**config.mk**
```make
export PLATFORM = sky130hd
export DESIGN_NAME = seq_divider
export DESIGN_NICKNAME = d
export VERILOG_FILES = /design/src/rtl/div_pkg.sv /design/src/rtl/div_step.sv /design/src/rtl/seq_divider.sv
export SDC_FILE = /design/constraint.sdc
export NUM_CORES = 1
export LEC_CHECK = 0
export CAP_MARGIN = 5
export CORE_ASPECT_RATIO = 0.7
export CORE_MARGIN = 2
export CORE_UTILIZATION = 45
export CTS_CLUSTER_SIZE = 20
export DETAILED_ROUTE_END_ITERATION = 7
export PLACE_DENSITY = 0.65
export SLEW_MARGIN = 5
export SYNTH_ARGS = -nofsm -noshare
export SYNTH_HDL_FRONTEND = slang
export SYNTH_HIERARCHICAL = 1
export SYNTH_SLANG_ARGS = --single-unit
```
**constraint.sdc**
```tcl
create_clock -name clk -period 6.98 [get_ports clk]
set_clock_uncertainty 0.2 [all_clocks]
set_input_delay 2.094 -clock clk [delete_from_list [all_inputs] [get_ports clk]]
set_output_delay 2.094 -clock clk [all_outputs]
set_load 0.1 [all_outputs]
```
**src/rtl/div_pkg.sv**
```systemverilog
// Shared types and constants for the iterative restoring divider.
package div_pkg;

    localparam int unsigned DIV_WIDTH_DEFAULT = 16;

    typedef enum logic [1:0] {
        IDLE,
        RUN,
        DONE
    } div_state_t;

    // Iteration counter width: $clog2(WIDTH), never below one bit.
    function automatic int unsigned cnt_width(input int unsigned width);
        return (width > 1) ? $clog2(width) : 1;
    endfunction

    localparam int unsigned DIV_CNT_W_DEFAULT = cnt_width(DIV_WIDTH_DEFAULT);

endpackage

```
**src/rtl/div_step.sv**
```systemverilog
// One restoring-division iteration: trial subtract of D from the shifted
// partial remainder, producing the next remainder and one quotient bit.
module div_step
    import div_pkg::*;
#(
    parameter int unsigned WIDTH = DIV_WIDTH_DEFAULT
) (
    input  logic [WIDTH-1:0] i_r,
    input  logic             i_q_msb,
    input  logic [WIDTH-1:0] i_d,
    output logic [WIDTH-1:0] o_r_next,
    output logic             o_q_bit
);

    logic [WIDTH:0] w_shift;
    logic [WIDTH:0] w_trial;

    // The trial difference is WIDTH+1 bits so its MSB is a clean sign bit;
    // the surviving remainder is always below D, so it fits in WIDTH bits.
    assign w_shift  = {i_r, i_q_msb};
    assign w_trial  = w_shift - {1'b0, i_d};
    assign o_q_bit  = ~w_trial[WIDTH];
    assign o_r_next = o_q_bit ? w_trial[WIDTH-1:0] : w_shift[WIDTH-1:0];

endmodule

```
**src/rtl/seq_divider.sv**
```systemverilog
// Radix-2 restoring unsigned divider, one quotient bit per clock, with
// valid/ready handshakes on operands and result.
module seq_divider
    import div_pkg::*;
#(
    parameter int unsigned WIDTH = DIV_WIDTH_DEFAULT
) (
    input  logic             clk,
    input  logic             rst,
    input  logic             in_valid,
    output logic             in_ready,
    input  logic [WIDTH-1:0] dividend,
    input  logic [WIDTH-1:0] divisor,
    output logic             out_valid,
    input  logic             out_ready,
    output logic [WIDTH-1:0] quotient,
    output logic [WIDTH-1:0] remainder,
    output logic             div_by_zero
);

    localparam int unsigned CW = cnt_width(WIDTH);
    localparam logic [CW-1:0] CNT_LAST = CW'(WIDTH - 1);

    div_state_t       r_state;
    logic [WIDTH-1:0] r_q;
    logic [WIDTH-1:0] r_d;
    logic [WIDTH-1:0] r_r;
    logic [CW-1:0]    r_cnt;
    logic             r_in_ready;
    logic             r_out_valid;
    logic [WIDTH-1:0] r_quot;
    logic [WIDTH-1:0] r_rem;
    logic             r_dbz;

    logic [WIDTH-1:0] w_r_nxt;
    logic             w_q_bit;
    logic [WIDTH-1:0] w_q_nxt;

    div_step #(.WIDTH(WIDTH)) u_step (
        .i_r      (r_r),
        .i_q_msb  (r_q[WIDTH-1]),
        .i_d      (r_d),
        .o_r_next (w_r_nxt),
        .o_q_bit  (w_q_bit)
    );

    assign w_q_nxt = {r_q[WIDTH-2:0], w_q_bit};

    always_ff @(posedge clk) begin
        if (rst) begin
            r_state     <= IDLE;
            r_q         <= '0;
            r_d         <= '0;
            r_r         <= '0;
            r_cnt       <= '0;
            r_in_ready  <= 1'b1;
            r_out_valid <= 1'b0;
            r_quot      <= '0;
            r_rem       <= '0;
            r_dbz       <= 1'b0;
        end else begin
            unique case (r_state)
                IDLE: begin
                    if (in_valid && r_in_ready) begin
                        r_q        <= dividend;
                        r_d        <= divisor;
                        r_r        <= '0;
                        r_cnt      <= '0;
                        r_in_ready <= 1'b0;
                        if (divisor == '0) begin
                            r_quot      <= '1;
                            r_rem       <= dividend;
                            r_dbz       <= 1'b1;
                            r_out_valid <= 1'b1;
                            r_state     <= DONE;
                        end else begin
                            r_state <= RUN;
                        end
                    end
                end
                RUN: begin
                    r_r   <= w_r_nxt;
                    r_q   <= w_q_nxt;
                    r_cnt <= r_cnt + CW'(1);
                    if (r_cnt == CNT_LAST) begin
                        r_quot      <= w_q_nxt;
                        r_rem       <= w_r_nxt;
                        r_dbz       <= 1'b0;
                        r_out_valid <= 1'b1;
                        r_state     <= DONE;
                    end
                end
                DONE: begin
                    if (out_ready) begin
                        r_out_valid <= 1'b0;
                        r_in_ready  <= 1'b1;
                        r_state     <= IDLE;
                    end
                end
                default: r_state <= IDLE;
            endcase
        end
    end

    assign in_ready    = r_in_ready;
    assign out_valid   = r_out_valid;
    assign quotient    = r_quot;
    assign remainder   = r_rem;
    assign div_by_zero = r_dbz;

endmodule

```
==> report_table.html, run 1 <==
<table>
<tr><th>Metric</th><th>Value</th></tr>
<tr><th colspan="2">Critical path</th></tr>
<tr><td>CP Class</td><td>in -&gt; reg</td></tr>
<tr><td>Required time worst endpoint</td><td>6.96 ns</td></tr>
<tr><td>Library cell contributing the largest single delay on the critical path</td><td>sky130_fd_sc_hd__a22oi_4</td></tr>
<tr><td>Flop2flop setup slack</td><td>3.05 ns</td></tr>
<tr><td>Data arrival at the endpoint of the critical path</td><td>4.63 ns</td></tr>
<tr><td>Capture point of the worst reg-to-reg path</td><td>remainder[6]</td></tr>
<tr><td>Kind of cell adding the most delay to the critical path</td><td>compound AO/OA/AOI/OAI gates</td></tr>
<tr><td>Worst R2R Path Depth</td><td>13</td></tr>
<tr><td>Critical path buffers and inverters</td><td>1</td></tr>
<tr><td>Reg-to-reg startpoint</td><td>r_q[15]</td></tr>
<tr><td>Endpoint type of the worst setup path</td><td>register</td></tr>
<tr><td>CP startpoint kind</td><td>input pin</td></tr>
<tr><td>CP peak stage delay</td><td>~0.90 ns</td></tr>
<tr><td>CP Max Fanout</td><td>34</td></tr>
<tr><td>Ordered cell list for the critical path</td><td>clkdlybuf4s50_1 &gt; nand3_2 &gt; a22oi_4 &gt; and2_4 &gt; a311oi_2</td></tr>
<tr><th colspan="2">Route</th></tr>
<tr><td>Vias</td><td>4017</td></tr>
<tr><td>Routed len/inst</td><td>roughly 16 um</td></tr>
<tr><td>Via-per-instance ratio</td><td>about 5.6</td></tr>
<tr><td>First-pass iteration count of the detailed router</td><td>4</td></tr>
<tr><td>ANT nets after route</td><td>0</td></tr>
<tr><td>Total wire length</td><td>about 12 mm</td></tr>
<tr><td>Residual DRC</td><td>0</td></tr>
<tr><td>Drt first-iter violations</td><td>between 200 and 300</td></tr>
<tr><th colspan="2">Clock tree</th></tr>
<tr><td># Post-CTS Setup Buffers</td><td>0</td></tr>
<tr><td>Sink Count</td><td>89</td></tr>
<tr><td>Worst-case clock buffer depth</td><td>2</td></tr>
<tr><td>Number of buffers added to fix hold violations after cts</td><td>0</td></tr>
<tr><td>Number of gates resized after cts</td><td>0</td></tr>
<tr><td>Clock slew seen by the registers of the worst setup and hold paths</td><td>roughly 0.06 ns</td></tr>
<tr><td>TritonCTS clock tree</td><td>yes</td></tr>
<tr><td>Clock Tree Root</td><td>sky130_fd_sc_hd__clkbuf_16</td></tr>
<tr><td>CTS Buf Count</td><td>9</td></tr>
<tr><td>Latest clock arrival within the worst-skew pair</td><td>0.34 ns</td></tr>
<tr><td># H-tree levels</td><td>3</td></tr>
<tr><th colspan="2">Hold path</th></tr>
<tr><td>Capture endpoint of the worst hold path</td><td>r_d[7]</td></tr>
<tr><td>Hold path start</td><td>r_d[7]</td></tr>
<tr><td>HP Class</td><td>reg -&gt; reg</td></tr>
<tr><td>Hold Path Cell Cnt</td><td>2</td></tr>
<tr><th colspan="2">STA</th></tr>
<tr><td>Relative slew margins</td><td>25.35%</td></tr>
<tr><td>Crit share post-route</td><td>between 60% and 70%</td></tr>
<tr><td>Final setup violation count</td><td>0</td></tr>
<tr><td>Worst path setup slack after routing</td><td>roughly 2.3 ns</td></tr>
<tr><td>Setup repair after global routing missed its margin</td><td>false</td></tr>
<tr><td>Worst slew pin tran</td><td>1.117 ns</td></tr>
<tr><td>Count of final hold-check violations</td><td>0</td></tr>
<tr><td>Highest Clock Rate</td><td>about 220 MHz</td></tr>
<tr><td>Final number of max-transition violations</td><td>0</td></tr>
<tr><td>Clock period minus worst slack</td><td>4.647 ns</td></tr>
<tr><td>Aggregate negative setup slack</td><td>0 ns</td></tr>
<tr><th colspan="2">Global routing</th></tr>
<tr><td>Number of antenna violations at the first check in global routing</td><td>0</td></tr>
<tr><td>Pin count of the biggest net entering global routing</td><td>70</td></tr>
<tr><td>Number of global-route vias before repair</td><td>between 3000 and 4000</td></tr>
<tr><td>First-pass GRT wire length</td><td>~19 mm</td></tr>
<tr><td>All-layer global routing usage</td><td>about a fifth</td></tr>
<tr><td>Final global-route overflow total</td><td>0</td></tr>
<tr><th colspan="2">Die</th></tr>
<tr><td>Floorplan die width</td><td>127.7 um</td></tr>
<tr><td>Die area</td><td>roughly 0.012 sq mm</td></tr>
<tr><td>Placement Rows</td><td>31</td></tr>
<tr><td>Initial standard-cell utilization of the core</td><td>between 40% and 50%</td></tr>
<tr><td>Die boundary height</td><td>between 90 and 100 um</td></tr>
<tr><td>Num ports</td><td>71</td></tr>
<tr><td>Core Region</td><td>a little over 0.01 sq mm</td></tr>
<tr><th colspan="2">Place</th></tr>
<tr><td>Total instance count after detailed placement</td><td>702</td></tr>
<tr><td>Pre-CTS setup slack</td><td>around 2.0 ns</td></tr>
<tr><td>GP Congestion</td><td>approximately 0.88</td></tr>
<tr><td>Count of port buffers added during placement</td><td>70</td></tr>
<tr><td>Dpl hpwl</td><td>between 8 and 9 mm</td></tr>
<tr><th colspan="2">Finish</th></tr>
<tr><td>Net count, final</td><td>approximately 640</td></tr>
<tr><td>Synth-to-Final Area Change</td><td>21.47%</td></tr>
<tr><td>Non-filler cells in the finished layout</td><td>719</td></tr>
<tr><td>Layout cells sized above 1</td><td>roughly a tenth</td></tr>
<tr><th colspan="2">Synthesis</th></tr>
<tr><td>Register bit count reported by yosys</td><td>89</td></tr>
<tr><td>Post-synthesis net count</td><td>592</td></tr>
<tr><td>Post-synth ARST share</td><td>0%</td></tr>
<tr><td>Mapped Area</td><td>~0.0048 sq mm</td></tr>
<tr><td>Register area share after synthesis</td><td>between 30% and 40%</td></tr>
<tr><td>YS warnings</td><td>6</td></tr>
<tr><td>Number of unique standard cell types used by synthesis</td><td>55</td></tr>
<tr><td>Synthesized area per cell</td><td>roughly 9.0 sq um</td></tr>
<tr><td>Most common flop cell mapped by yosys</td><td>sky130_fd_sc_hd__dfxtp_1</td></tr>
<tr><td>Number of instances in the synthesized netlist</td><td>between 500 and 600</td></tr>
<tr><td>Number of synthesized flops with an enable pin</td><td>0</td></tr>
<tr><th colspan="2">Run</th></tr>
<tr><td>Max_cap viols</td><td>0</td></tr>
<tr><th colspan="2">Run status</th></tr>
<tr><td>Result of the run</td><td>completed</td></tr>
</table>
placed cells by master (no fill, tap or decap), types with 3 or more instances in the layout:
cell and instances:
sky130_fd_sc_hd__a21oi_1 62, sky130_fd_sc_hd__nand2_1 42, sky130_fd_sc_hd__mux2_4 7, sky130_fd_sc_hd__xor2_1 5, sky130_fd_sc_hd__xnor2_1 7, sky130_fd_sc_hd__buf_4 4, sky130_fd_sc_hd__a22oi_1 17, sky130_fd_sc_hd__nor4_1 4
sky130_fd_sc_hd__nand3_1 7, sky130_fd_sc_hd__mux2i_1 36, sky130_fd_sc_hd__nor2_1 42, sky130_fd_sc_hd__clkdlybuf4s50_1 69, sky130_fd_sc_hd__bufinv_16 3, sky130_fd_sc_hd__dfxtp_1 89, sky130_fd_sc_hd__nand2b_1 4, sky130_fd_sc_hd__inv_1 40
sky130_fd_sc_hd__a21o_1 3, sky130_fd_sc_hd__a311oi_2 15, sky130_fd_sc_hd__ha_1 19, sky130_fd_sc_hd__mux2_2 7, sky130_fd_sc_hd__clkbuf_16 9, sky130_fd_sc_hd__a211oi_1 36, sky130_fd_sc_hd__o21ai_0 11
worst register-to-register path, stage by stage, from the launching register on:
cell	delay, ns
sky130_fd_sc_hd__dfxtp_1	0.33
sky130_fd_sc_hd__inv_1	0.06
sky130_fd_sc_hd__ha_1	0.22
sky130_fd_sc_hd__fa_1	0.40
sky130_fd_sc_hd__nor2b_1	0.17
sky130_fd_sc_hd__o31a_1	0.18
sky130_fd_sc_hd__o41a_1	0.23
sky130_fd_sc_hd__and4_4	0.26
sky130_fd_sc_hd__a311oi_2	0.13
sky130_fd_sc_hd__xnor2_2	0.62
sky130_fd_sc_hd__buf_4	0.33
sky130_fd_sc_hd__mux2_2	0.39
sky130_fd_sc_hd__mux2i_1	0.16
sky130_fd_sc_hd__a211oi_1	0.10
Yosys cell counts, types with 11 or more instances:
library cell	number	share of area (%)
sky130_fd_sc_hd__a22oi_1	17	2.6
sky130_fd_sc_hd__nand2_1	42	3.3
sky130_fd_sc_hd__a21oi_1	64	6.6
sky130_fd_sc_hd__dfxtp_1	89	37
sky130_fd_sc_hd__a211oi_1	36	5.6
sky130_fd_sc_hd__o21ai_0	11	1.1
sky130_fd_sc_hd__inv_1	40	3.1
sky130_fd_sc_hd__ha_1	20	5.2
sky130_fd_sc_hd__a311oi_2	15	4.7
sky130_fd_sc_hd__mux2i_1	36	7.5
sky130_fd_sc_hd__nor2_1	42	3.3
sky130_fd_sc_hd__buf_2	12	1.2
sky130_fd_sc_hd__clkbuf_1	16	1.2
state kept, by name, indices dropped and copies added (netlist names):
| name | cells |
|---|---|
| quotient | 16 |
| r_d | 16 |
| r_q | 16 |
| r_r | 16 |
| remainder | 16 |
| r_cnt | 4 |
| r_state | 2 |
| div_by_zero | 1 |
| in_ready | 1 |
| out_valid | 1 |
layer usage:
metal  GRT usage, %  up-vias  share of wire [%]
met5              0        -                  0
met4          4.396        0               0.90
met3          4.858        9                3.7
met2          31.77       61                 44
met1          28.89     1927                 51
li1               -     2020                  -
cell type report:
type                    instances  area, sq um
multi-input cells             366         2680
well taps                     132        165.2
fillers                       940         4541
clock buffers                  11        242.7
diodes                          1        2.502
repair buffers                 74        725.7
clock inverters                 5        102.6
inverters                      41        153.9
flip-flops and latches         89         1782
stage by stage:
| stage | cell area, sq um | hold slack (ns) | utilization (%) |
|---|---|---|---|
| finish | 5854 | 0.2556 | 56.32 |
| global route | 5852 | 0.2737 | 56.30 |
| CTS | 5852 | 0.2578 | 56.30 |
| detailed placement | 5507 | 0.2489 | 52.97 |
| global placement | 5507 | 0.2488 | 52.97 |
| floorplan | 4820 | 0.2363 | - |
worst max path at each step:
stage,startpoint,to,slack [ns],cells past startpoint
4_1_cts,in_valid,quotient[6],2.34,5
2_1_floorplan,divisor[10],quotient[10],3.45,7
6_report,in_valid,quotient[6],2.33,5
3_3_place_gp,in_valid,quotient[0],2.03,5
3_5_place_dp,in_valid,quotient[0],1.97,5
5_1_grt,in_valid,quotient[15],2.11,5
logic make-up after synthesis:
group                      share of synthesized area (%)
AOI/OAI and AO/OA                                  25.42
and+or+nand+nor                                    10.57
DFF                                                36.97
buffers and inverters                              7.632
muxes                                              11.29
adders and majority gates                          5.607
xor gates and xnor gates                           2.518
Power of run 1 is left out: the tool's default activity adds up to more than one toggle a clock period on the data nets, which glitch-free logic cannot reach.
==> inputs of run 2 (changes only) <==
PLACE_DENSITY = 0.68   (was 0.65)
clock period = 3.75 ns   (was 6.98 ns; I/O delays follow)
==> report_table.html, run 2 (synthesis gave the netlist of run 1 again) <==
<table>
<tr><th>Metric</th><th>Value</th></tr>
<tr><th colspan="2">Run status</th></tr>
<tr><td>Result of the run</td><td>completed</td></tr>
<tr><th colspan="2">STA</th></tr>
<tr><td>Highest Clock Rate</td><td>281.9 MHz</td></tr>
<tr><td>Count of final hold-check violations</td><td>0 (unchanged)</td></tr>
<tr><td>Final setup violation count</td><td>0 (unchanged)</td></tr>
<tr><td>Setup repair after global routing missed its margin</td><td>false</td></tr>
<tr><td>Worst path setup slack after routing</td><td>0.2028 ns (-2.131 ns)</td></tr>
<tr><td>Worst slew pin tran</td><td>0.8674 ns (-0.2497 ns)</td></tr>
<tr><td>Relative slew margins</td><td>42.17% (+17 points)</td></tr>
<tr><td>Final number of max-transition violations</td><td>0 (unchanged)</td></tr>
<tr><td>Aggregate negative setup slack</td><td>0 ns (unchanged)</td></tr>
<tr><td>Clock period minus worst slack</td><td>~3.5 ns</td></tr>
<tr><td>Crit share post-route</td><td>a little over nine tenths</td></tr>
<tr><th colspan="2">Global routing</th></tr>
<tr><td>Number of antenna violations at the first check in global routing</td><td>0 (unchanged)</td></tr>
<tr><td>All-layer global routing usage</td><td>20.97% (+0.52 points)</td></tr>
<tr><td>First-pass GRT wire length</td><td>19.85 mm (+4.0%)</td></tr>
<tr><td>Pin count of the biggest net entering global routing</td><td>53 (-24%)</td></tr>
<tr><td>Final global-route overflow total</td><td>0 (unchanged)</td></tr>
<tr><td>Number of global-route vias before repair</td><td>3898 (+3.1%)</td></tr>
<tr><th colspan="2">Finish</th></tr>
<tr><td>Final core utilization</td><td>55.74% (-0.58 points)</td></tr>
<tr><td>Most frequent standard cell in the layout excluding fill and tap cells</td><td>sky130_fd_sc_hd__dfxtp_1</td></tr>
<tr><td>Antenna diode count</td><td>0 (-1)</td></tr>
<tr><td>Layout cells sized above 1</td><td>17.31% (+7.1 points)</td></tr>
<tr><td>Net count, final</td><td>647 (+1.4%)</td></tr>
<tr><td>Most frequent cells in the layout</td><td>sky130_fd_sc_hd__dfxtp_1 (89), sky130_fd_sc_hd__a21oi_1 (64), sky130_fd_sc_hd__buf_4 (47)</td></tr>
<tr><td>Synth-to-Final Area Change</td><td>20.22%</td></tr>
<tr><td>Non-filler cells in the finished layout</td><td>727 (+1.1%)</td></tr>
<tr><th colspan="2">Clock tree</th></tr>
<tr><td>Latest clock arrival within the worst-skew pair</td><td>0.34 ns (about the same)</td></tr>
<tr><td># H-tree levels</td><td>3 (unchanged)</td></tr>
<tr><td>Worst-case clock buffer depth</td><td>2 (unchanged)</td></tr>
<tr><td>CTS Buf Count</td><td>9 (unchanged)</td></tr>
<tr><td>Clock slew seen by the registers of the worst setup and hold paths</td><td>0.07 ns (about the same)</td></tr>
<tr><td>Clock Tree Root</td><td>sky130_fd_sc_hd__clkbuf_16</td></tr>
<tr><td># Post-CTS Setup Buffers</td><td>0 (unchanged)</td></tr>
<tr><td>TritonCTS clock tree</td><td>yes</td></tr>
<tr><td>Sink Count</td><td>89 (unchanged)</td></tr>
<tr><th colspan="2">Route</th></tr>
<tr><td>Drt first-iter violations</td><td>232 (-13%)</td></tr>
<tr><td>Routed len/inst</td><td>16.99 um (+5.1%)</td></tr>
<tr><td>Via-per-instance ratio</td><td>5.666 (+1.4%)</td></tr>
<tr><td>Residual DRC</td><td>0 (unchanged)</td></tr>
<tr><td>First-pass iteration count of the detailed router</td><td>4 (unchanged)</td></tr>
<tr><td>Total wire length</td><td>12.35 mm (+6.3%)</td></tr>
<tr><td>Vias</td><td>4119 (+2.5%)</td></tr>
<tr><td>ANT nets after route</td><td>0 (unchanged)</td></tr>
<tr><th colspan="2">Critical path</th></tr>
<tr><td>Data arrival at the endpoint of the critical path</td><td>3.55 ns (-1.08 ns)</td></tr>
<tr><td>CP Class</td><td>reg -&gt; reg</td></tr>
<tr><td>Library cell contributing the largest single delay on the critical path</td><td>sky130_fd_sc_hd__o41a_1</td></tr>
<tr><td>CP Max Fanout</td><td>10 (-71%)</td></tr>
<tr><td>Reg-to-reg startpoint</td><td>r_d[2]</td></tr>
<tr><td>Capture point of the worst reg-to-reg path</td><td>remainder[7]</td></tr>
<tr><td>Endpoint type of the worst setup path</td><td>register</td></tr>
<tr><td>CP peak stage delay</td><td>0.43 ns (-0.47 ns)</td></tr>
<tr><td>Ordered cell list for the critical path</td><td>inv_1 &gt; ha_1 &gt; nor2b_1 &gt; o31a_1 &gt; o41a_1 &gt; and4_4 &gt; a311oi_4 &gt; xnor2_4 &gt; buf_12 &gt; mux2_2 &gt; mux2i_1 &gt; a211oi_1</td></tr>
<tr><td>Worst R2R Path Depth</td><td>12 (-1)</td></tr>
<tr><td>Flop2flop setup slack</td><td>0.20 ns (-2.85 ns)</td></tr>
<tr><td>Required time worst endpoint</td><td>3.75 ns (-3.21 ns)</td></tr>
<tr><td>CP startpoint kind</td><td>register</td></tr>
<tr><th colspan="2">Place</th></tr>
<tr><td>Pre-CTS setup slack</td><td>0.1140 ns (-1.860 ns)</td></tr>
<tr><td>Count of port buffers added during placement</td><td>70 (unchanged)</td></tr>
<tr><td>Dpl hpwl</td><td>8.698 mm (+8.4%)</td></tr>
<tr><td>GP Congestion</td><td>0.8338 (-5.6%)</td></tr>
<tr><td>Total instance count after detailed placement</td><td>711 (+1.3%)</td></tr>
<tr><th colspan="2">Die</th></tr>
<tr><td>Die area</td><td>0.01157 sq mm (unchanged)</td></tr>
<tr><td>Floorplan die width</td><td>127.7 um (unchanged)</td></tr>
<tr><td>Initial standard-cell utilization of the core</td><td>46.36% (unchanged)</td></tr>
<tr><td>Core Region</td><td>0.01040 sq mm (unchanged)</td></tr>
<tr><td>Die boundary height</td><td>90.59 um (unchanged)</td></tr>
<tr><td>Placement Rows</td><td>31 (unchanged)</td></tr>
<tr><td>Num ports</td><td>71 (unchanged)</td></tr>
<tr><th colspan="2">Hold path</th></tr>
<tr><td>Hold path start</td><td>r_d[10]</td></tr>
<tr><td>Hold Path Cell Cnt</td><td>2 (unchanged)</td></tr>
<tr><td>HP Class</td><td>reg -&gt; reg</td></tr>
<tr><td>Capture endpoint of the worst hold path</td><td>r_d[10]</td></tr>
<tr><th colspan="2">Run</th></tr>
<tr><td>Max_cap viols</td><td>0 (unchanged)</td></tr>
</table>
==> run 2: layout make-up <==
cell class | count | area [sq um]
Timing Repair Buffer | 83 | 718.2
Multi-Input combinational cell | 366 | 2695
Clock inverter | 7 | 55.05
Clock buffer | 9 | 225.2
Tap cell | 132 | 165.2
Fill cell | 968 | 4601
Sequential cell | 89 | 1782
Inverter | 41 | 153.9
==> run 2: per-layer routing <==
layer	GRT usage (%)	share of wire [%]	vias to the layer above
met5	2.262	0	-
li1	-	-	2044
met3	4.799	5.6	8
met2	31.64	44	104
met1	30.38	50	1963
met4	4.396	0.66	0
==> run 2: per-stage QoR <==
stage / instance area [sq um] / hold slack [ns]
after floorplan: 4820 / 0.2363
after global placement: 5492 / 0.2467
after detailed placement: 5492 / 0.2502
after CTS: 5772 / 0.2599
after global routing: 5794 / 0.2728
final: 5794 / 0.2567
==> run 2: worst max-delay path by stage <==
stage | from | end | slack (ns) | cells past startpoint
after floorplan | r_d[2] | remainder[10] | 0.50 | 12
after global placement | r_q[15] | remainder[7] | 0.23 | 13
after detailed placement | r_q[15] | remainder[6] | 0.11 | 13
after CTS | r_q[15] | remainder[7] | 0.1 | 13
after global routing | r_d[2] | remainder[6] | 0.03 | 12
final | r_d[2] | remainder[7] | 0.20 | 12
==> run 2: worst max-delay path, delay by kind of cell, from the launching register on <==
family	cells	cell delay (ns)
AOI/OAI and AO/OA	4	1.17
xor gates and xnor gates	1	0.25
adders and majority gates	1	0.31
buffers and inverters	2	0.25
DFF	1	0.33
muxes	2	0.48
and+or+nand+nor	2	0.39
==> run 2: repair_timing <==
item / 4_1_cts / 5_1_grt
hold buffers: 0 / 0
endpoints found under the setup margin: 0 / 19
resized for setup: 0 / 2
Power of run 2 is left out for the same reason.
